<file path="src/rtl/score_pkg.sv">
// score_pkg: shared types and screen geometry for the score tracker.
//   NUM_KEYS  - piano keys tracked (one bit per key in a history row)
//   KEY_PX    - on-screen width of one key column in pixels
//   SCORE_X0  - X coordinate of the left edge of key 0
//   key_mask_t - one history row / live key bitmask
//   state_t    - tracker FSM states
package score_pkg;
    localparam int NUM_KEYS = 24;
    localparam int KEY_PX   = 20;
    localparam int SCORE_X0 = 160;

    typedef logic [NUM_KEYS-1:0] key_mask_t;

    typedef enum logic {
        CLEAR,
        RUN
    } state_t;
endpackage

</file>
<file path="src/rtl/score_tracker_if.sv">
// score_tracker_if: pixel/key bus between the video front end and the
// score tracker.
//   frame_start - one-cycle pulse at the start of vertical blank
//   key_mask    - live key-held bitmask, bit k = key k
//   DrawX/DrawY - pixel currently being presented
//   score_q     - note-present bit for the pixel of the previous cycle
//   deltatime   - free-running frame counter
//   busy        - history buffer is being cleared
// master drives the pixel/key side, slave is the tracker.
interface score_tracker_if;
    import score_pkg::*;

    logic        frame_start;
    key_mask_t   key_mask;
    logic [9:0]  DrawX;
    logic [9:0]  DrawY;
    logic        score_q;
    logic [12:0] deltatime;
    logic        busy;

    modport master (
        output frame_start, key_mask, DrawX, DrawY,
        input  score_q, deltatime, busy
    );

    modport slave (
        input  frame_start, key_mask, DrawX, DrawY,
        output score_q, deltatime, busy
    );
endinterface

</file>
<file path="src/rtl/score_ram.sv">
// score_ram: DEPTH x NUM_KEYS simple dual-port RAM.
//   clk     - clock
//   we      - write enable for wr_addr/wr_data
//   rd_addr - read address, data appears on rd_data one cycle later
// A read to the address being written returns the old contents.
module score_ram
    import score_pkg::*;
#(
    parameter int DEPTH = 128,
    localparam int AW   = $clog2(DEPTH)
) (
    input  logic          clk,
    input  logic          we,
    input  logic [AW-1:0] wr_addr,
    input  key_mask_t     wr_data,
    input  logic [AW-1:0] rd_addr,
    output key_mask_t     rd_data
);
    key_mask_t mem [DEPTH];

    always_ff @(posedge clk) begin
        if (we)
            mem[wr_addr] <= wr_data;
    end

    always_ff @(posedge clk) begin
        rd_data <= mem[rd_addr];
    end
endmodule

</file>
<file path="src/rtl/score_tracker.sv">
// score_tracker: scrolling key-press history and per-pixel note lookup.
//   Clk   - pixel/system clock
//   Reset - synchronous active-high reset; restarts the buffer clear
//   bus   - score_tracker_if.slave (frame_start, key_mask, DrawX, DrawY in;
//           score_q, deltatime, busy out)
// Each scroll step stores the keys held (or briefly pressed) during the
// step as one row. For a pixel in the score area the row is selected by
// distance above the piano and the bit by key column; score_q follows one
// cycle later, matching the downstream ROM timing.
module score_tracker
    import score_pkg::*;
#(
    parameter int DEPTH        = 128,
    parameter int ROW_H        = 4,
    parameter int SCROLL_DIV   = 2,
    parameter int SCORE_BOTTOM = 360
) (
    input  logic Clk,
    input  logic Reset,
    score_tracker_if.slave bus
);
    localparam int AW       = $clog2(DEPTH);
    localparam int DW       = (SCROLL_DIV > 1) ? $clog2(SCROLL_DIV) : 1;
    localparam int RSH      = $clog2(ROW_H);
    localparam int KW       = $clog2(NUM_KEYS);
    localparam int SCORE_X1 = SCORE_X0 + KEY_PX * NUM_KEYS;

    state_t        state;
    logic [AW-1:0] wr_ptr;
    logic [AW-1:0] clear_ptr;
    logic [DW-1:0] div_cnt;
    key_mask_t     accum;
    logic [12:0]   deltatime_r;
    logic          busy_r;
    logic          hit_q;
    logic [KW-1:0] key_q;

    logic          scroll;
    logic          ram_we;
    logic [AW-1:0] ram_wr_addr;
    key_mask_t     ram_wr_data;
    logic [AW-1:0] rd_addr;
    key_mask_t     rd_row;

    logic          in_area;
    logic [9:0]    y_off;
    logic [9:0]    age;
    logic          age_ok;
    logic [9:0]    x_off;
    logic [KW-1:0] key_idx;

    assign scroll = bus.frame_start && (state == RUN) && (div_cnt == DW'(SCROLL_DIV - 1));

    // Single write port shared by the clear sweep and scroll writes; the
    // row written includes this cycle's keys so a press on the scroll
    // cycle itself is not lost.
    always_comb begin
        ram_we      = 1'b0;
        ram_wr_addr = wr_ptr;
        ram_wr_data = accum | bus.key_mask;
        if (state == CLEAR) begin
            ram_we      = 1'b1;
            ram_wr_addr = clear_ptr;
            ram_wr_data = '0;
        end else if (scroll) begin
            ram_we      = 1'b1;
        end
    end

    // Pixel to (row, key). Newest row (wr_ptr-1) sits directly above the
    // piano, older rows further up. Out-of-area values of age/key are
    // meaningless and are masked by in_area.
    always_comb begin
        in_area = (bus.DrawY < 10'(SCORE_BOTTOM)) &&
                  (bus.DrawX >= 10'(SCORE_X0)) &&
                  (bus.DrawX < 10'(SCORE_X1));
        y_off   = 10'(SCORE_BOTTOM - 1) - bus.DrawY;
        age     = y_off >> RSH;
        age_ok  = {1'b0, age} < 11'(DEPTH);
        rd_addr = wr_ptr - AW'(1) - age[AW-1:0];
        x_off   = bus.DrawX - 10'(SCORE_X0);
        key_idx = KW'(x_off / 10'(KEY_PX));
    end

    score_ram #(.DEPTH(DEPTH)) u_ram (
        .clk     (Clk),
        .we      (ram_we),
        .wr_addr (ram_wr_addr),
        .wr_data (ram_wr_data),
        .rd_addr (rd_addr),
        .rd_data (rd_row)
    );

    always_ff @(posedge Clk) begin
        if (Reset) begin
            state       <= CLEAR;
            wr_ptr      <= '0;
            clear_ptr   <= '0;
            div_cnt     <= '0;
            accum       <= '0;
            deltatime_r <= '0;
            busy_r      <= 1'b1;
            hit_q       <= 1'b0;
            key_q       <= '0;
        end else begin
            if (bus.frame_start)
                deltatime_r <= deltatime_r + 13'd1;

            // Qualifiers travel alongside the RAM read so the bit select
            // lines up with rd_row.
            hit_q <= in_area && !busy_r && age_ok;
            key_q <= key_idx;

            case (state)
                CLEAR: begin
                    clear_ptr <= clear_ptr + AW'(1);
                    if (clear_ptr == AW'(DEPTH - 1)) begin
                        state  <= RUN;
                        busy_r <= 1'b0;
                    end
                end
                RUN: begin
                    if (scroll) begin
                        wr_ptr  <= wr_ptr + AW'(1);
                        div_cnt <= '0;
                        accum   <= '0;
                    end else begin
                        accum <= accum | bus.key_mask;
                        if (bus.frame_start)
                            div_cnt <= div_cnt + DW'(1);
                    end
                end
                default: state <= CLEAR;
            endcase
        end
    end

    assign bus.score_q   = hit_q & rd_row[key_q];
    assign bus.deltatime = deltatime_r;
    assign bus.busy      = busy_r;
endmodule

</file>
<file path="src/flat_wrapper.sv">
// flat-port wrapper written by rule: the top's interface ports become plain ports
module score_tracker_flat import score_pkg::*;
#(
    parameter int DEPTH        = 128,
    parameter int ROW_H        = 4,
    parameter int SCROLL_DIV   = 2,
    parameter int SCORE_BOTTOM = 360
)
  (Clk, Reset, bus_frame_start, bus_key_mask, bus_DrawX, bus_DrawY, bus_score_q, bus_deltatime, bus_busy);
  score_tracker_if bus_i ();
  input  logic Clk;
  input  logic Reset;
  input wire logic [$bits(bus_i.frame_start)-1:0] bus_frame_start;
  input wire logic [$bits(bus_i.key_mask)-1:0] bus_key_mask;
  input wire logic [$bits(bus_i.DrawX)-1:0] bus_DrawX;
  input wire logic [$bits(bus_i.DrawY)-1:0] bus_DrawY;
  output wire logic [$bits(bus_i.score_q)-1:0] bus_score_q;
  output wire logic [$bits(bus_i.deltatime)-1:0] bus_deltatime;
  output wire logic [$bits(bus_i.busy)-1:0] bus_busy;
  assign bus_i.frame_start = bus_frame_start;
  assign bus_i.key_mask = bus_key_mask;
  assign bus_i.DrawX = bus_DrawX;
  assign bus_i.DrawY = bus_DrawY;
  assign bus_score_q = bus_i.score_q;
  assign bus_deltatime = bus_i.deltatime;
  assign bus_busy = bus_i.busy;
  score_tracker #(.DEPTH(DEPTH), .ROW_H(ROW_H), .SCROLL_DIV(SCROLL_DIV), .SCORE_BOTTOM(SCORE_BOTTOM)) u_core (.Clk(Clk), .Reset(Reset), .bus(bus_i));
endmodule
</file>
<file path="config.mk">
export PLATFORM = sky130hd
export DESIGN_NAME = score_tracker_flat
export DESIGN_NICKNAME = d
export VERILOG_FILES = /design/src/rtl/score_pkg.sv /design/src/rtl/score_tracker_if.sv /design/src/rtl/score_ram.sv /design/src/rtl/score_tracker.sv /design/src/flat_wrapper.sv
export SDC_FILE = /design/constraint.sdc
export NUM_CORES = 2
export LEC_CHECK = 0
export ABC_AREA = 1
export BUFFER_PORTS_ARGS = -buffer_cell sky130_fd_sc_hd__buf_2
export CAP_MARGIN = 15
export CORE_MARGIN = 5
export CORE_UTILIZATION = 24
export CTS_BUF_LIST = sky130_fd_sc_hd__clkbuf_2 sky130_fd_sc_hd__clkbuf_4 sky130_fd_sc_hd__clkbuf_8
export DETAILED_ROUTE_END_ITERATION = 7
export PLACE_DENSITY = 0.46
export SLEW_MARGIN = 5
export SYNTH_ARGS = -nofsm -noshare
export SYNTH_HDL_FRONTEND = slang
export SYNTH_SLANG_ARGS = --single-unit
</file>
<file path="constraint.sdc">
create_clock -name Clk -period 8.6 [get_ports Clk]
set_clock_uncertainty 0.2 [all_clocks]
set_input_delay 1.29 -clock Clk [delete_from_list [all_inputs] [get_ports Clk]]
set_output_delay 1.29 -clock Clk [all_outputs]
set_load 0.1 [all_outputs]
</file>
==> metrics <==
status=completed; Critical Path RT=7110 ps; uppermost layer routed=met5; post-synth top area share=73.06%; Slew HR=18.31%; htree depth=6; gr usage total=13.16%; DIE AREA=540700 um2; Leakage=46.49 nW; ys async rst share=0%; first-pass GRT wire length=534100 um; CP peak stage delay=770 ps; initial antenna violation count=17; routed length per placed instance=21.84 um; WL met1=173300 um; WL met3=20510 um; startpoint type of the worst setup path=flop; pin count of the biggest net entering global routing=149; filler-free cell count of the finished design=16930; ANT nets after route=0; EDFF count, synth=3072; nature of the critical path endpoint=output port; Seq cells post-synth=3156; Hold-fix buffers, CTS=0; Crit Path Max Fanout=13; postcts setup bufs=0; gpl congestion=0.7924; cts repair resizes=0; syn nets=9438; Yosys cell types=47; share of cells above drive strength 1=16.26%; # placed instances=15960; slowest CP cell=a21oi_1; Pre-antenna DRT Iters=5; Hold Crit Class=in2reg; Crit Path Category=reg2out; final setup vio count=0; met2 wire length=165800 um; Initial Util=24.07%; final period utilization=62.03%; ranking of synthesized cells by area=edfxtp_1 73%, nor2_1 8.0%, o32ai_1 5.3%; Post-DP HPWL=199100 um; PwrDens=222.0 nW/um2; WP data arrival=3840 ps; worst-path cell chain=inv_1, o21ai_0, o221ai_1, nand3_1, a21oi_1, o21a_1, buf_2; Post-Syn Instances=9378; syn_area_per_cell=13.46 um2; grt total ovfl=0; hold slack=245.8 ps; sequential element share of the synthesized area=74.39%; CTS clk-pin slew, worst paths=60 ps; post-synth top area cell=edfxtp_1; Power, Total=32.44 mW; final hold viol count=0; Cell Rows=266; total negative slack=0 ps; Worst Max-Slew Pin Slew=1212 ps; Worst-Skew Late Latency=1160 ps; clock tree sinks=3156; Cell Area, Synth=126300 um2; Synth Warn #=0; unrepaired setup endpoints after global routing=no; core box area=524500 um2; max-cap violations=0; Total Wirelength=369600 um; fmax=0.1875 GHz; Num CTS Buffers=557; Layout area overhead=15.74%; Initial DRC Count=6676; Max Slew Vio Count=0; die span in x=735.4 um; Vias/cell=4.585; via count=77600; NumNets Final=9612; # DRC=0; CTS root buf=clkbuf_8; CTS tree=yes; top-level I/O count=62; Final min period=5335 ps; number of global-route vias before repair=75380; Port Buf Inserts=59; Clock Path Buffers=4; Top FF cell, synth=edfxtp_1; final core occ=27.86%; die height=735.4 um; VDD IR max=0.1677 mV
worst paths after layout:
kind	from	to	slack, ps	depth (start not counted)
max	u_core.key_q[0]	bus_score_q	3270	7
min	bus_frame_start	u_core.bus.deltatime[0]	250	2
max reg2reg	u_core.wr_ptr[1]	u_core.u_ram.rd_data[11]	3540	11
min reg2reg	u_core.div_cnt	u_core.div_cnt	250	2
cells by family (layout without fill, tap and decap cells):
family	Yosys count	after routing	synth area share, %
flip-flops	3156	3156	74.39
AND/OR/NAND/NOR	3056	3056	9.309
AO/OA/AOI/OAI	2015	2015	10.77
buffers and inverters	836	1404	2.728
multiplexers	288	288	2.568
XOR/XNOR	14	14	0.1031
adder cells (fa/ha/maj)	13	13	0.1348
other	0	11	0
critical path: cells and delay by family (launching register included):
kind | cells | cell delay (ps)
AO/OA/AOI/OAI | 4 | 1330
buffers and inverters | 2 | 790
flip-flops | 1 | 450
AND/OR/NAND/NOR | 1 | 100
cell usage after synthesis (all sizes together) (2+ instances only):
| cell type | instances |
|---|---|
| nor3 | 11 |
| xor2 | 9 |
| edfxtp | 3072 |
| dfxtp | 84 |
| o32ai | 768 |
| clkinv | 2 |
| o21ai | 978 |
| o22ai | 20 |
| clkbuf | 432 |
| buf | 237 |
| o211ai | 151 |
| o221ai | 34 |
| o31ai | 24 |
| a21boi | 2 |
| mux2 | 288 |
| xnor2 | 5 |
| ha | 12 |
| nand3b | 2 |
| nor4 | 2 |
| inv | 165 |
| or2 | 3 |
| nand2 | 212 |
| a21oi | 34 |
| nand3 | 128 |
| nand4 | 6 |
| nor2 | 2689 |
per-layer routing:
layer / vias to the layer above / GRT usage, %
met5: - / 0
met4: 4 / 3.911
met3: 496 / 2.120
met2: 2058 / 20.58
met1: 39470 / 18.72
li1: 35570 / -
layout make-up:
class                   count  area [um2]
fillers                 53880      378400
flip-flops and latches   3156       93930
well taps                6968        8718
repair buffers            284        2497
multi-input cells        5386       29850
inverters                 167       655.6
clock inverters           183        1144
clock buffers             770        9328
diodes                     11       27.53
state kept, by name (all words and copies together) (netlist names), 5 cells and up:
signal                flops
u_core.accum             24
u_core.u_ram.rd_data     24
u_core.u_ram.mem       3072
u_core.bus.deltatime     13
u_core.key_q              5
u_core.clear_ptr          7
u_core.wr_ptr             7
cell usage in the layout (no fill, tap or decap), drive strengths merged, types with 3 or more instances in the layout:
cell type,instances
o22ai,20
xor2,9
dfxtp,84
clkbuf,770
a21oi,34
inv,199
o211ai,151
or2,3
nor2,2689
nor3,11
bufinv,5
o31ai,24
ha,12
edfxtp,3072
xnor2,5
mux2,288
o32ai,768
o221ai,34
nand4,6
o21ai,978
clkinvlp,14
diode,11
nand3,128
nand2,212
clkinv,132
buf,284
power breakdown:
part           internal (mW)  total [mW]  switching (mW)
clock network           7.16        13.4            6.21
logic                  0.682        2.33            1.64
registers               16.7        16.7          0.0360
total                   24.5        32.4            7.89
metrics by stage:
step                      worst slack (ps)  cell area (um2)
after floorplan                       3280           126300
after global placement                2687           135700
after detailed placement              2687           135700
after CTS                             3166           146100
after global routing                  3032           146100
final                                 3265           146200
(Power assumes the default switching activity.)
